File: src/rtl/imm_gen_pipe.sv
// -----------------------------------------------------------------------------
// imm_gen_pipe
//
// Purpose
//   Decodes the immediate field of an RV32 instruction word and queues the
//   result in a small FIFO with a valid/ready handshake on both sides.
//   Each decoded entry holds the sign-extended immediate, its format code and,
//   optionally, an illegal-opcode flag. An instruction accepted into an empty
//   buffer is visible on the outputs one cycle later. All outputs come from
//   registered state; the only combinational input-to-output path is
//   iReady -> oReady, so a full buffer can accept in the same cycle it pops.
//
// Parameters
//   XLEN   immediate width, 32 or 64
//   DEPTH  number of buffer entries, 1..4
//
// Ports
//   iCLK        in   1             clock, all state changes on the rising edge
//   iRST        in   1             synchronous active-high reset
//   iValid      in   1             iInstrucao holds a valid instruction
//   oReady      out  1             an instruction is accepted this cycle
//   iInstrucao  in   32            RV32 instruction word
//   iFlush      in   1             drop all buffered and incoming entries
//   oValid      out  1             head entry valid
//   iReady      in   1             consumer takes the head entry
//   oImm        out  XLEN          head entry immediate (sign-extended)
//   oFmt        out  3             head format: 0 NONE,1 I,2 S,3 B,4 U,5 J
//   oIllegal    out  1             head entry has an unsupported opcode
//   oOcc        out  clog2(DEPTH+1) number of buffered entries
//
// Configuration
//   IMM_GEN_ILLEGAL_EN  when defined, entries whose format is NONE or whose
//                       inst[1:0] != 2'b11 are flagged on oIllegal and carry
//                       a zero immediate and format. When undefined, oIllegal
//                       is tied low and no flag storage is built.
// -----------------------------------------------------------------------------
module imm_gen_pipe #(
   parameter int XLEN  = 32,
   parameter int DEPTH = 2
) (
   input  logic                         iCLK,
   input  logic                         iRST,
   input  logic                         iValid,
   output logic                         oReady,
   input  logic [31:0]                  iInstrucao,
   input  logic                         iFlush,
   output logic                         oValid,
   input  logic                         iReady,
   output logic [XLEN-1:0]              oImm,
   output logic [2:0]                   oFmt,
   output logic                         oIllegal,
   output logic [$clog2(DEPTH+1)-1:0]   oOcc
);

   // Pointer width; a single-entry buffer still needs a 1-bit pointer.
   localparam int PW = (DEPTH > 1) ? $clog2(DEPTH) : 1;
   localparam int OW = $clog2(DEPTH + 1);

   localparam logic [PW-1:0] LAST_PTR = PW'(DEPTH - 1);
   localparam logic [OW-1:0] FULL_OCC = OW'(DEPTH);

   // Format codes presented on oFmt.
   localparam logic [2:0] FMT_NONE = 3'd0;
   localparam logic [2:0] FMT_I    = 3'd1;
   localparam logic [2:0] FMT_S    = 3'd2;
   localparam logic [2:0] FMT_B    = 3'd3;
   localparam logic [2:0] FMT_U    = 3'd4;
   localparam logic [2:0] FMT_J    = 3'd5;

   // Opcodes that carry an immediate.
   localparam logic [6:0] OP_LOAD   = 7'b0000011;
   localparam logic [6:0] OP_IMM    = 7'b0010011;
   localparam logic [6:0] OP_JALR   = 7'b1100111;
   localparam logic [6:0] OP_STORE  = 7'b0100011;
   localparam logic [6:0] OP_BRANCH = 7'b1100011;
   localparam logic [6:0] OP_LUI    = 7'b0110111;
   localparam logic [6:0] OP_AUIPC  = 7'b0010111;
   localparam logic [6:0] OP_JAL    = 7'b1101111;

   // -------------------------------------------------------------------------
   // Decode of the incoming word (feeds only the buffer write port)
   // -------------------------------------------------------------------------
   logic [31:0]      imm32;
   logic [XLEN-1:0]  dec_imm;
   logic [2:0]       dec_fmt;
`ifdef IMM_GEN_ILLEGAL_EN
   logic             dec_ill;
`endif

   always_comb begin
      imm32   = '0;
      dec_fmt = FMT_NONE;
      dec_imm = '0;
`ifdef IMM_GEN_ILLEGAL_EN
      dec_ill = 1'b0;
`endif
      case (iInstrucao[6:0])
         OP_LOAD, OP_IMM, OP_JALR: begin
            dec_fmt = FMT_I;
            imm32   = {{20{iInstrucao[31]}}, iInstrucao[31:20]};
         end
         OP_STORE: begin
            dec_fmt = FMT_S;
            imm32   = {{20{iInstrucao[31]}}, iInstrucao[31:25], iInstrucao[11:7]};
         end
         OP_BRANCH: begin
            dec_fmt = FMT_B;
            imm32   = {{19{iInstrucao[31]}}, iInstrucao[31], iInstrucao[7],
                       iInstrucao[30:25], iInstrucao[11:8], 1'b0};
         end
         OP_LUI, OP_AUIPC: begin
            dec_fmt = FMT_U;
            imm32   = {iInstrucao[31:12], 12'b0};
         end
         OP_JAL: begin
            dec_fmt = FMT_J;
            imm32   = {{11{iInstrucao[31]}}, iInstrucao[31], iInstrucao[19:12],
                       iInstrucao[20], iInstrucao[30:21], 1'b0};
         end
         default: begin
            dec_fmt = FMT_NONE;
            imm32   = '0;
         end
      endcase

      // Every 32-bit immediate already has inst[31] in bit 31; widening to
      // XLEN just continues that sign. NONE stays all-zero.
      if (dec_fmt != FMT_NONE) begin
         dec_imm       = {XLEN{iInstrucao[31]}};
         dec_imm[31:0] = imm32;
      end

`ifdef IMM_GEN_ILLEGAL_EN
      // A non-11 low pair cannot match any opcode above, so it is already
      // NONE; it is listed explicitly to keep the intent obvious.
      dec_ill = (dec_fmt == FMT_NONE) || (iInstrucao[1:0] != 2'b11);
      if (dec_ill) begin
         dec_imm = '0;
         dec_fmt = FMT_NONE;
      end
`endif
   end

   // -------------------------------------------------------------------------
   // Buffer control
   // -------------------------------------------------------------------------
   logic [PW-1:0]    rd_ptr_reg, rd_ptr_next;
   logic [PW-1:0]    wr_ptr_reg, wr_ptr_next;
   logic [OW-1:0]    occ_reg, occ_next;
   logic             head_valid;
   logic             pop;
   logic             accept;
   logic [DEPTH-1:0] wr_en;

   assign head_valid = (occ_reg != '0);

   // A full buffer still takes a new word when the head leaves this cycle.
   assign oReady = (occ_reg < FULL_OCC) || ((occ_reg == FULL_OCC) && iReady);

   // Flush voids both sides of the handshake in its cycle.
   assign pop    = head_valid && iReady && !iFlush;
   assign accept = iValid && oReady && !iFlush;

   // One write strobe per slot, selected by the tail pointer.
   generate
      for (genvar gi = 0; gi < DEPTH; gi++) begin : gen_wr_en
         assign wr_en[gi] = accept && (wr_ptr_reg == PW'(gi));
      end
   endgenerate

   function automatic logic [PW-1:0] ptr_inc(input logic [PW-1:0] p);
      // Pointers wrap modulo DEPTH, which need not be a power of two.
      return (p == LAST_PTR) ? '0 : p + 1'b1;
   endfunction

   always_comb begin
      rd_ptr_next = rd_ptr_reg;
      wr_ptr_next = wr_ptr_reg;
      occ_next    = occ_reg;
      if (iFlush) begin
         rd_ptr_next = '0;
         wr_ptr_next = '0;
         occ_next    = '0;
      end else begin
         if (accept) begin
            wr_ptr_next = ptr_inc(wr_ptr_reg);
         end
         if (pop) begin
            rd_ptr_next = ptr_inc(rd_ptr_reg);
         end
         case ({accept, pop})
            2'b10:   occ_next = occ_reg + 1'b1;
            2'b01:   occ_next = occ_reg - 1'b1;
            default: occ_next = occ_reg;
         endcase
      end
   end

   always_ff @(posedge iCLK) begin
      if (iRST) begin
         rd_ptr_reg <= '0;
         wr_ptr_reg <= '0;
         occ_reg    <= '0;
      end else begin
         rd_ptr_reg <= rd_ptr_next;
         wr_ptr_reg <= wr_ptr_next;
         occ_reg    <= occ_next;
      end
   end

   // -------------------------------------------------------------------------
   // Entry storage. Contents need no reset: the outputs are forced to zero
   // whenever the buffer is empty, and a slot is always written before it
   // becomes the head.
   // -------------------------------------------------------------------------
   logic [XLEN-1:0] imm_mem [DEPTH];
   logic [2:0]      fmt_mem [DEPTH];

   always_ff @(posedge iCLK) begin
      for (int i = 0; i < DEPTH; i++) begin
         if (wr_en[i]) begin
            imm_mem[i] <= dec_imm;
            fmt_mem[i] <= dec_fmt;
         end
      end
   end

`ifdef IMM_GEN_ILLEGAL_EN
   logic ill_mem [DEPTH];

   always_ff @(posedge iCLK) begin
      for (int i = 0; i < DEPTH; i++) begin
         if (wr_en[i]) begin
            ill_mem[i] <= dec_ill;
         end
      end
   end

   assign oIllegal = head_valid ? ill_mem[rd_ptr_reg] : 1'b0;
`else
   assign oIllegal = 1'b0;
`endif

   // -------------------------------------------------------------------------
   // Head presentation
   // -------------------------------------------------------------------------
   assign oValid = head_valid;
   assign oImm   = head_valid ? imm_mem[rd_ptr_reg] : '0;
   assign oFmt   = head_valid ? fmt_mem[rd_ptr_reg] : FMT_NONE;
   assign oOcc   = occ_reg;

endmodule
File: config.mk
export PLATFORM = sky130hd
export DESIGN_NAME = imm_gen_pipe
export DESIGN_NICKNAME = d
export VERILOG_FILES = /design/src/rtl/imm_gen_pipe.sv
export SDC_FILE = /design/constraint.sdc
export NUM_CORES = 1
export LEC_CHECK = 0
export BUFFER_PORTS_ARGS = -buffer_cell sky130_fd_sc_hd__buf_4
export CAP_MARGIN = 0
export CORE_MARGIN = 3
export CORE_UTILIZATION = 58
export DETAILED_ROUTE_END_ITERATION = 7
export PLACE_DENSITY = 0.85
export SYNTH_ARGS = -nofsm -noshare
export SYNTH_HDL_FRONTEND = slang
export SYNTH_SLANG_ARGS = --single-unit
File: constraint.sdc
create_clock -name iCLK -period 4.04 [get_ports iCLK]
set_input_delay 0.606 -clock iCLK [delete_from_list [all_inputs] [get_ports iCLK]]
set_output_delay 0.606 -clock iCLK [all_outputs]
set_load 0.02 [all_outputs]
==> impl_results.html <==
<table>
<tr><th>Metric</th><th>Value</th></tr>
<tr><th colspan="2">Floorplan</th></tr>
<tr><td>Boundary Pins</td><td>77</td></tr>
<tr><td>Starting Density</td><td>60.59%</td></tr>
<tr><td>Core Area</td><td>approximately 5500 µm²</td></tr>
<tr><td>Floorplan die width</td><td>82.08 µm</td></tr>
<tr><td>Die boundary height</td><td>82.08 µm</td></tr>
<tr><td>Std cell rows</td><td>27</td></tr>
<tr><td>Full die area</td><td>6737 µm²</td></tr>
<tr><th colspan="2">STA</th></tr>
<tr><td>Number of setup violations in the final report</td><td>0</td></tr>
<tr><td>Max-slew violation total from the final report</td><td>0</td></tr>
<tr><td>RSZ-0062 raised after global routing</td><td>false</td></tr>
<tr><td>Aggregate negative setup slack</td><td>0 ps</td></tr>
<tr><td>Worst hold slack</td><td>between 400 and 500 ps</td></tr>
<tr><td>Max transition margin</td><td>approximately 28%</td></tr>
<tr><td>Pin slew with the least headroom to its limit</td><td>between 1000 and 1500 ps</td></tr>
<tr><td>Min Tclk post-route</td><td>roughly 2600 ps</td></tr>
<tr><td>Fraction of the cycle the final worst path needs</td><td>between 60% and 70%</td></tr>
<tr><td>Final hold violation count</td><td>0</td></tr>
<tr><td>Clk_skew</td><td>just under 6 ps</td></tr>
<tr><td>Peak Freq</td><td>just under 400 MHz</td></tr>
<tr><th colspan="2">Min path</th></tr>
<tr><td>HP Class</td><td>in2reg</td></tr>
<tr><td>Endpoint with the worst hold slack</td><td>wr_ptr_reg</td></tr>
<tr><td>Source of the worst hold timing path</td><td>iRST</td></tr>
<tr><td>Hold-critical path depth</td><td>2</td></tr>
<tr><th colspan="2">Clock tree</th></tr>
<tr><td>Later-pin clock latency in the skew report</td><td>330 ps</td></tr>
<tr><td>TritonCTS sink count</td><td>75</td></tr>
<tr><td>Post-cts gate resize count</td><td>0</td></tr>
<tr><td>Post-cts hold buffer count</td><td>0</td></tr>
<tr><td>TritonCTS clock tree</td><td>built</td></tr>
<tr><td>Largest buffer count on any clock path</td><td>2</td></tr>
<tr><td>Root buffer cell</td><td>sky130_fd_sc_hd__clkbuf_8</td></tr>
<tr><td>Total clock buffers created by CTS</td><td>9</td></tr>
<tr><td>Post-CTS setup repair buffer count</td><td>0</td></tr>
<tr><td>Clock transition at the registers of the reported paths</td><td>70 ps</td></tr>
<tr><td>Number of levels the H-tree was split into</td><td>3</td></tr>
<tr><th colspan="2">Setup path</th></tr>
<tr><td>Max stage delay on crit path</td><td>~1100 ps</td></tr>
<tr><td>Crit path max-delay family</td><td>flip-flops</td></tr>
<tr><td>Slowest library cell on the worst path</td><td>sky130_fd_sc_hd__dfxtp_2</td></tr>
<tr><td>Endpoint class of the critical path</td><td>primary output</td></tr>
<tr><td>Category of the most critical setup path</td><td>reg2out</td></tr>
<tr><td>Register-to-Register Setup Slack</td><td>1860 ps</td></tr>
<tr><td>Maximum fanout count along the critical path</td><td>35</td></tr>
<tr><td>Startpoint class of the critical path</td><td>register</td></tr>
<tr><td>Worst-path cell chain</td><td>mux2i_1 &gt; nor2_1 &gt; buf_4</td></tr>
<tr><td>Combined buffer and inverter count along the critical path</td><td>1</td></tr>
<tr><td>Count of cell instances traversed by the critical path</td><td>3</td></tr>
<tr><td>Reg2Reg Depth</td><td>3</td></tr>
<tr><td>Endpoint required time on the critical path</td><td>approximately 3400 ps</td></tr>
<tr><td>Startpoint of the most critical register-to-register path</td><td>oOcc[0]</td></tr>
<tr><td>End of the worst register-to-register path</td><td>imm_mem[0][3]</td></tr>
<tr><td>Worst endpoint data arrival time</td><td>~2000 ps</td></tr>
<tr><th colspan="2">Power and ir drop</th></tr>
<tr><td>Power Density</td><td>365.1 nW/µm²</td></tr>
<tr><td>Worst-case vdd ir drop</td><td>0.2350 mV</td></tr>
<tr><td>Lkg Pwr</td><td>~1.7 nW</td></tr>
<tr><th colspan="2">Logic synthesis</th></tr>
<tr><td>Syn Nets</td><td>284</td></tr>
<tr><td>Largest area contributor in the netlist</td><td>sky130_fd_sc_hd__edfxtp_1</td></tr>
<tr><td>Register area share after synthesis</td><td>between 60 and 70%</td></tr>
<tr><td>Number of flip-flops and latches in the synthesized netlist</td><td>75</td></tr>
<tr><td>Cell area after synthesis</td><td>between 3000 and 4000 µm²</td></tr>
<tr><td>Synthesized instance count</td><td>between 200 and 250</td></tr>
<tr><td>Leading cell types by total area after synthesis</td><td>sky130_fd_sc_hd__edfxtp_1 63%, sky130_fd_sc_hd__mux2i_1 11%, sky130_fd_sc_hd__nor2_1 4.6%</td></tr>
<tr><td>Synth warn</td><td>0</td></tr>
<tr><td>Mapped Avg Cell Area</td><td>13.65 µm²</td></tr>
<tr><td>Synth unique cells</td><td>39</td></tr>
<tr><td>Yosys top cell area share</td><td>a little over three fifths</td></tr>
<tr><th colspan="2">Drt</th></tr>
<tr><td>Ratio of routed vias to standard cells</td><td>roughly 5.5</td></tr>
<tr><td>DRT iter0 DRCs</td><td>approximately 160</td></tr>
<tr><td>ANT nets after route</td><td>0</td></tr>
<tr><td>Via count</td><td>~2200</td></tr>
<tr><td>DRC violation count after routing</td><td>0</td></tr>
<tr><td>Total Routed Length</td><td>about 6.6 mm</td></tr>
<tr><td>Number of detailed-routing iterations run before antenna repair</td><td>4</td></tr>
<tr><td>Wire length per cell after detailed routing</td><td>~17 µm</td></tr>
<tr><th colspan="2">Global routing</th></tr>
<tr><td>Overflow left after global routing</td><td>0</td></tr>
<tr><td>GRT Total Usage</td><td>between 20% and 30%</td></tr>
<tr><td>Via count of the first global-routing pass</td><td>2058</td></tr>
<tr><td>Initial antenna violation count</td><td>0</td></tr>
<tr><td>Wire length of the first global-routing pass</td><td>9.991 mm</td></tr>
<tr><td>Maximum number of pins on one net before global-route repair</td><td>36</td></tr>
<tr><th colspan="2">Final layout</th></tr>
<tr><td>Number of fill cells in the layout</td><td>approximately 370</td></tr>
<tr><td>Max reg flops</td><td>64</td></tr>
<tr><td>Multi-input combinational cell area</td><td>roughly 1100 µm²</td></tr>
<tr><td>Most used cells in the layout excluding fill and tap cells</td><td>76 x sky130_fd_sc_hd__buf_4, 70 x sky130_fd_sc_hd__edfxtp_1, 39 x sky130_fd_sc_hd__nor2_1, 36 x sky130_fd_sc_hd__mux2i_1, 19 x sky130_fd_sc_hd__a21o_1</td></tr>
<tr><td>Diode count</td><td>0</td></tr>
<tr><td>Post-layout nets</td><td>359</td></tr>
<tr><td>Finished Cell Area</td><td>about 4100 µm²</td></tr>
<tr><td>Largest register by flop count</td><td>imm_mem</td></tr>
<tr><td>Ratio of cells with drive above 1 in the final layout</td><td>30.98%</td></tr>
<tr><td>Layout overhead on the synthesized area</td><td>23.41%</td></tr>
<tr><td>Final core area utilization</td><td>between 70% and 80%</td></tr>
<tr><td>Register Area</td><td>between 2000 and 2500 µm²</td></tr>
<tr><td>Most common cell after layout, fill and taps aside</td><td>sky130_fd_sc_hd__buf_4</td></tr>
<tr><th colspan="2">Placement</th></tr>
<tr><td>Port Buf Inserts</td><td>between 70 and 80</td></tr>
<tr><td>Final RePlAce weighted congestion</td><td>~0.87</td></tr>
<tr><td>Area of placed instances</td><td>just under 4000 µm²</td></tr>
<tr><td>Half-perimeter wire length after placement</td><td>around 4.6 mm</td></tr>
<tr><th colspan="2">Outcome</th></tr>
<tr><td>Run status</td><td>completed</td></tr>
<tr><th colspan="2">Flow run</th></tr>
<tr><td>Maximum capacitance violations</td><td>0</td></tr>
</table>
==> routing by layer <==
metal,global-route usage [%],vias to the layer above,share of wire [%]
met1,26.07,1061,42
li1,-,1054,-
met5,0,-,0
met2,34.81,73,51
met3,4.276,8,5.9
met4,9.136,0,1.5
==> final cells by class <==
class	count	area share, %
Inverter	4	0.3624
Clock buffer	15	4.289
Tap cell	72	2.175
Multi-Input combinational cell	155	26.09
Timing Repair Buffer	76	13.77
Clock inverter	1	0.1208
Sequential cell	75	53.19
==> worst reg2reg max path, cell delays in order, from the launching register on <==
cell                       delay [ps]
sky130_fd_sc_hd__dfxtp_1          370
sky130_fd_sc_hd__nand2b_1         180
sky130_fd_sc_hd__a211o_1          410
sky130_fd_sc_hd__nor2_4           820
==> how the worst max path moves through the flow <==
stage,end,slack [ps]
floorplan,fmt_mem[0][0],1110
global placement,imm_mem[0][27],1680
detailed placement,imm_mem[1][27],1650
CTS,oImm[6],1460
global route,oImm[4],1350
finish,oImm[4],1490
==> cell families after synthesis <==
family          count (synthesis)  synth area share, %
flops                          75                65.60
simple gates                   76                10.85
other cells                     1               0.1117
mux                            36                10.73
xor+xnor                        5                1.305
fa+ha+maj                       1               0.3727
compound gates                 36                8.386
buf+inv                        16                2.646
==> where the power goes <==
group	total (W)	leakage (nW)	switching, W	internal, W
Sequential	0.000868	0.693	0.00000705	0.000861
Combinational	0.000124	0.865	0.0000694	0.0000546
Clock	0.000521	0.0929	0.000243	0.000278
==> per-stage QoR <==
stage | setup slack, ps | instances | total power (W)
floorplan | 1110 | 246 | 0.0009481
global placement | 1679 | 382 | 0.001005
detailed placement | 1646 | 382 | 0.001009
CTS | 1464 | 398 | 0.001521
global route | 1352 | 398 | 0.001563
finish | 1488 | 398 | 0.001513
==> synthesized netlist by cell type <==
library cell               count
sky130_fd_sc_hd__a21oi_2       1
sky130_fd_sc_hd__and2_1        8
sky130_fd_sc_hd__dfxtp_1       5
sky130_fd_sc_hd__nand2b_1      1
sky130_fd_sc_hd__nand2_1      10
sky130_fd_sc_hd__mux2i_1      36
sky130_fd_sc_hd__a22o_1        4
sky130_fd_sc_hd__a32o_1        1
sky130_fd_sc_hd__a221oi_1      1
sky130_fd_sc_hd__nor2_1       41
sky130_fd_sc_hd__nor2_2        2
sky130_fd_sc_hd__o311a_2       1
sky130_fd_sc_hd__o32ai_1       1
sky130_fd_sc_hd__clkbuf_1      3
sky130_fd_sc_hd__and2b_4       1
sky130_fd_sc_hd__o22ai_1       1
sky130_fd_sc_hd__buf_6         2
sky130_fd_sc_hd__clkbuf_2      1
sky130_fd_sc_hd__ha_1          1
sky130_fd_sc_hd__xnor2_1       3
sky130_fd_sc_hd__nor2b_1       1
sky130_fd_sc_hd__o21ai_2       1
sky130_fd_sc_hd__conb_1        1
sky130_fd_sc_hd__xor2_1        2
sky130_fd_sc_hd__a21oi_1       3
sky130_fd_sc_hd__nor3_1        5
sky130_fd_sc_hd__a211o_1       1
sky130_fd_sc_hd__and3_1        3
sky130_fd_sc_hd__a21o_1       19
sky130_fd_sc_hd__nor3_2        1
sky130_fd_sc_hd__buf_2         4
sky130_fd_sc_hd__edfxtp_1     70
sky130_fd_sc_hd__buf_4         2
sky130_fd_sc_hd__nand3_1       1
sky130_fd_sc_hd__o21ai_1       1
sky130_fd_sc_hd__a31oi_2       1
sky130_fd_sc_hd__nor3_4        1
sky130_fd_sc_hd__inv_1         4
sky130_fd_sc_hd__nor3b_2       1
(Power assumes the default switching activity.)
